===== src/rtl/mem_port_arbiter.sv =====
// Shares one single-port memory between fetch (I) and load/store (D) requesters, one transaction at a time.
// Ack arrives 3 cycles after a request is sampled with a zero-wait memory; requesters hold req until ack.
module mem_port_arbiter #(
  parameter int AW           = 32,
  parameter int TIMEOUT      = 16,
  parameter int STARVE_LIMIT = 3
) (
  input  logic          clk,
  input  logic          rst,
  input  logic          i_req,
  input  logic [AW-1:0] i_addr,
  output logic          i_ack,
  output logic [31:0]   i_rdata,
  output logic          i_err,
  input  logic          d_req,
  input  logic          d_we,
  input  logic [AW-1:0] d_addr,
  input  logic [31:0]   d_wdata,
  input  logic [3:0]    d_wstrb,
  output logic          d_ack,
  output logic [31:0]   d_rdata,
  output logic          d_err,
  output logic          mem_req,
  output logic          mem_we,
  output logic [AW-1:0] mem_addr,
  output logic [31:0]   mem_wdata,
  output logic [3:0]    mem_wstrb,
  input  logic          mem_ready,
  input  logic          mem_rvalid,
  input  logic [31:0]   mem_rdata,
  output logic          busy,
  output logic          owner_d
);

  localparam int SW = $clog2(STARVE_LIMIT + 1);
  localparam int TW = $clog2(TIMEOUT);
  localparam logic [SW-1:0] STREAK_MAX = SW'(STARVE_LIMIT);
  localparam logic [TW-1:0] TCNT_LAST  = TW'(TIMEOUT - 1);

  typedef enum logic [1:0] {S_IDLE, S_ISSUE, S_WAIT, S_RESP} state_t;

  state_t        state;
  logic [SW-1:0] d_streak;
  logic [TW-1:0] tcnt;
  logic          grant_d;
  logic          done_ok;
  logic          done_to;

  always_comb begin
    grant_d = d_req && !(i_req && (d_streak == STREAK_MAX));
    done_ok = (state == S_WAIT) && mem_rvalid;
    // A real response in the last allowed cycle beats the timeout.
    done_to = !done_ok && ((state == S_ISSUE) || (state == S_WAIT)) && (tcnt == TCNT_LAST);
  end

  always_ff @(posedge clk) begin
    if (!rst) begin
      state     <= S_IDLE;
      d_streak  <= '0;
      tcnt      <= '0;
      i_ack     <= 1'b0;
      i_rdata   <= '0;
      i_err     <= 1'b0;
      d_ack     <= 1'b0;
      d_rdata   <= '0;
      d_err     <= 1'b0;
      mem_req   <= 1'b0;
      mem_we    <= 1'b0;
      mem_addr  <= '0;
      mem_wdata <= '0;
      mem_wstrb <= 4'h0;
      busy      <= 1'b0;
      owner_d   <= 1'b0;
    end else begin
      i_ack <= 1'b0;
      d_ack <= 1'b0;
      case (state)
        S_IDLE: begin
          if (i_req || d_req) begin
            state   <= S_ISSUE;
            busy    <= 1'b1;
            mem_req <= 1'b1;
            tcnt    <= '0;
            owner_d <= grant_d;
            if (grant_d) begin
              mem_we    <= d_we;
              mem_addr  <= d_addr;
              mem_wdata <= d_wdata;
              mem_wstrb <= d_we ? d_wstrb : 4'h0;
              if (!i_req)
                d_streak <= '0;
              else if (d_streak != STREAK_MAX)
                d_streak <= d_streak + 1'b1;
            end else begin
              mem_we    <= 1'b0;
              mem_addr  <= i_addr;
              mem_wdata <= '0;
              mem_wstrb <= 4'h0;
              d_streak  <= '0;
            end
          end
        end
        S_ISSUE: begin
          if (!done_to) begin
            tcnt <= tcnt + 1'b1;
            if (mem_ready) begin
              mem_req <= 1'b0;
              state   <= S_WAIT;
            end
          end
        end
        S_WAIT: begin
          if (!done_ok && !done_to)
            tcnt <= tcnt + 1'b1;
        end
        S_RESP: begin
          state <= S_IDLE;
          busy  <= 1'b0;
        end
        default: state <= S_IDLE;
      endcase

      if (done_ok || done_to) begin
        state   <= S_RESP;
        mem_req <= 1'b0;
        if (owner_d) begin
          d_ack   <= 1'b1;
          d_rdata <= done_ok ? mem_rdata : 32'h0;
          d_err   <= done_to;
        end else begin
          i_ack   <= 1'b1;
          i_rdata <= done_ok ? mem_rdata : 32'h0;
          i_err   <= done_to;
        end
      end
    end
  end

endmodule


===== config.mk =====
export PLATFORM = sky130hd
export DESIGN_NAME = mem_port_arbiter
export DESIGN_NICKNAME = d
export VERILOG_FILES = /design/src/rtl/mem_port_arbiter.sv
export SDC_FILE = /design/constraint.sdc
export NUM_CORES = 1
export LEC_CHECK = 0
export CORE_MARGIN = 3
export CORE_UTILIZATION = 37
export CTS_CLUSTER_DIAMETER = 100
export DETAILED_ROUTE_END_ITERATION = 6
export MAX_ROUTING_LAYER = met4
export PLACE_DENSITY = 0.77
export SLEW_MARGIN = 20
export SYNTH_ARGS = -nofsm -noshare
export SYNTH_HDL_FRONTEND = slang
export SYNTH_SLANG_ARGS = --single-unit

===== constraint.sdc =====
create_clock -name clk -period 1.5 [get_ports clk]
set_input_delay 0.15 -clock clk [delete_from_list [all_inputs] [get_ports clk]]
set_output_delay 0.15 -clock clk [all_outputs]
set_load 0.01 [all_outputs]

==> results.tsv <==
metric	value	unit
Yosys cell types	34	
average size of a mapped cell	9.400	um^2
hold buffer count at cts	0	
Layout area overhead	75.20	%
sequential cell area fraction in the yosys report	0.5133	
routability cong.	0.7634	
WL final	19.47	mm
CTS Buffer Depth	2	
fin crit period	1544	ps
crit end category	flip-flop	
DRC viols	0	
Worst Path Arrival	1840	ps
Register Area	2975	um^2
clock skew	7.299	ps
vias in the first global route	5230	
Slew Viols, Final	0	
ratio of cells with drive above 1 in the final layout	0.1377	
max_cap viols	0	
CP Class	reg2reg	
HP Class	in2reg	
I/O pins	279	
VDD IR max	730.7	uV
largest net degree at the start of global routing	74	
Die Ht	130.9	um
Worst EP required	1800	ps
Via density	5.037	
FP Rows	45	
crit-path max FO	8	
gr ovfl total	0	
H-tree level count	4	
Mapped Nets	759	
PD cells	1309	nW/um^2
Tcrit/Tclk final	1.030	
Leak	4.529	nW
utilization after layout	0.6627	
die width	130.9	um
overall power	13.23	mW
synthesized cell area	5772	um^2
Worst slew margin	0.7574	
number of warning messages in the yosys log	0	
clock insertion delay at the later pin of the skew report	420	ps
measured slew at the worst slew-check pin	362.4	ps
Async SR Flop Fraction	0	
Die ar.	17130	um^2
Post-layout nets	1047	
Pre-Repair DR Iteration Count	4	
RSZ-0062 raised after global routing	yes	
multi-input logic area	2808	um^2
Clk pin slew, worst setup/hold paths	60	ps
ANT cells	0	
Seq cells post-synth	148	
violated checks	setup timing	
initial antenna violation count	0	
routed wire length per instance	17.29	um
via count	5672	
IO Port Bufs	278	
number of fill cells in the layout	1185	
TritonCTS Buffers	17	
Routed Antenna Nets	0	
Starting Density	0.3783	
total global-route track usage	0.2014	
first-pass GRT wire length	26.55	mm
outcome	complete, but fails checks	
DR iter-0 viols	316	
Fmax	647.5	MHz
dominant synthesized flop cell	dfxtp_1	
Clock Sinks	148	
post-route setup slack	-44.31	ps
clock tree from TritonCTS	done	
Setup violations, final	26	
core area	15260	um^2
clock root buffer	clkbuf_16	
Post-synth EDFFs	0	
CP startpoint kind	flip-flop	
Hold Vio Cnt, Final	0	
synthesized instance count	614	
post-DP HPWL	12.29	mm
==> cells in the mapped netlist (all sizes together) (6+ instances only) <==
cell / n / area share
dfxtp: 148 / 0.51
nand2: 138 / 0.090
o22ai: 65 / 0.070
nor2b: 41 / 0.044
a22oi: 34 / 0.044
o211a: 33 / 0.057
mux2i: 32 / 0.055
clkbuf: 30 / 0.020
buf: 25 / 0.027
a21oi: 9 / 0.0078
ha: 6 / 0.013
nand2b: 6 / 0.0065
nor2: 6 / 0.0039
o21ai: 6 / 0.0052
==> worst paths after layout <==
check / depth (start not counted) / to / slack (ps) / startpoint
min: 2 / state[0] / 70 / rst
max: 7 / i_rdata[28] / -40 / state[0]
min reg2reg: 2 / d_rdata[29] / 470 / d_rdata[29]
max reg2reg: 7 / i_rdata[28] / -40 / state[0]
==> per-layer routing <==
metal  track usage  routed length [um]  share of wire
met5             -                   0              0
met4       0.08711                 550          0.028
met3       0.05081                1188          0.061
met2        0.3239                9854           0.51
met1        0.2397                7877           0.40
==> stage by stage <==
step	cell area (um^2)	setup TNS (ps)	instances	setup slack, ps	hold WS [ps]
6_report	10110	-572.1	1126	-44.31	71.64
5_1_grt	10110	-5082	1126	-103.1	75.07
4_1_cts	9624	-105.5	1118	-16.30	49.74
3_5_place_dp	8967	-15960	1082	-255.2	457.2
3_3_place_gp	8967	-14410	1082	-210.6	454.0
2_1_floorplan	5782	0	614	1.340	312.6
==> layout make-up <==
| cell class | count | area share |
|---|---|---|
| flip-flops and latches | 148 | 0.2942 |
| clock inverters | 10 | 0.01200 |
| repair buffers | 324 | 0.3421 |
| clock buffers | 22 | 0.04590 |
| multi-input cells | 407 | 0.2777 |
| well taps | 211 | 0.02611 |
| inverters | 4 | 0.001980 |
==> registers in the layout (all words and copies together) (netlist names), 2 cells and up <==
| signal | count |
|---|---|
| state | 2 |
| mem_wdata | 32 |
| tcnt | 4 |
| d_rdata | 32 |
| d_streak | 2 |
| mem_addr | 32 |
| mem_wstrb | 4 |
| i_rdata | 32 |
==> power breakdown <==
group | switching [mW] | internal [mW] | leakage (nW)
sequential | 0.309 | 4.46 | 1.21
clock | 1.65 | 2.55 | 0.285
combinational | 2.00 | 2.27 | 3.03
total | 3.96 | 9.28 | 4.53
==> cell usage in the layout, fill, tap and decap left out, types with 9 or more instances in the layout <==
master / instances
dlymetal6s2s_1: 34
dfxtp_1: 142
clkbuf_16: 23
nand2_1: 138
o22ai_2: 15
a22oi_1: 33
o211a_1: 33
a21oi_1: 9
nor2b_1: 41
mux2i_1: 31
clkdlybuf4s50_1: 237
o22ai_1: 47
buf_12: 9
buf_4: 26
==> cells by family after synthesis <==
group,after synthesis,share of synthesized area
and+or+nand+nor,206,0.1615
muxes,32,0.05550
AOI/OAI and AO/OA,163,0.2072
DFF,148,0.5133
adders and majority gates,6,0.01301
buffers and inverters,59,0.04942
==> critical path, stage by stage (launching register included) <==
cell and delay, ps:
dfxtp_4 370, inv_4 80, ha_4 160, nor2_4 40, o21a_4 220, nor2_4 240, clkbuf_16 230, o22ai_1 70
==> repair_timing <==
item                       CTS  global route
pin swaps                    3             8
resized for setup           18            84
setup endpoints to repair   88           175
setup buffers                4             2
cloned                       1             7
(Power assumes the default switching activity.)
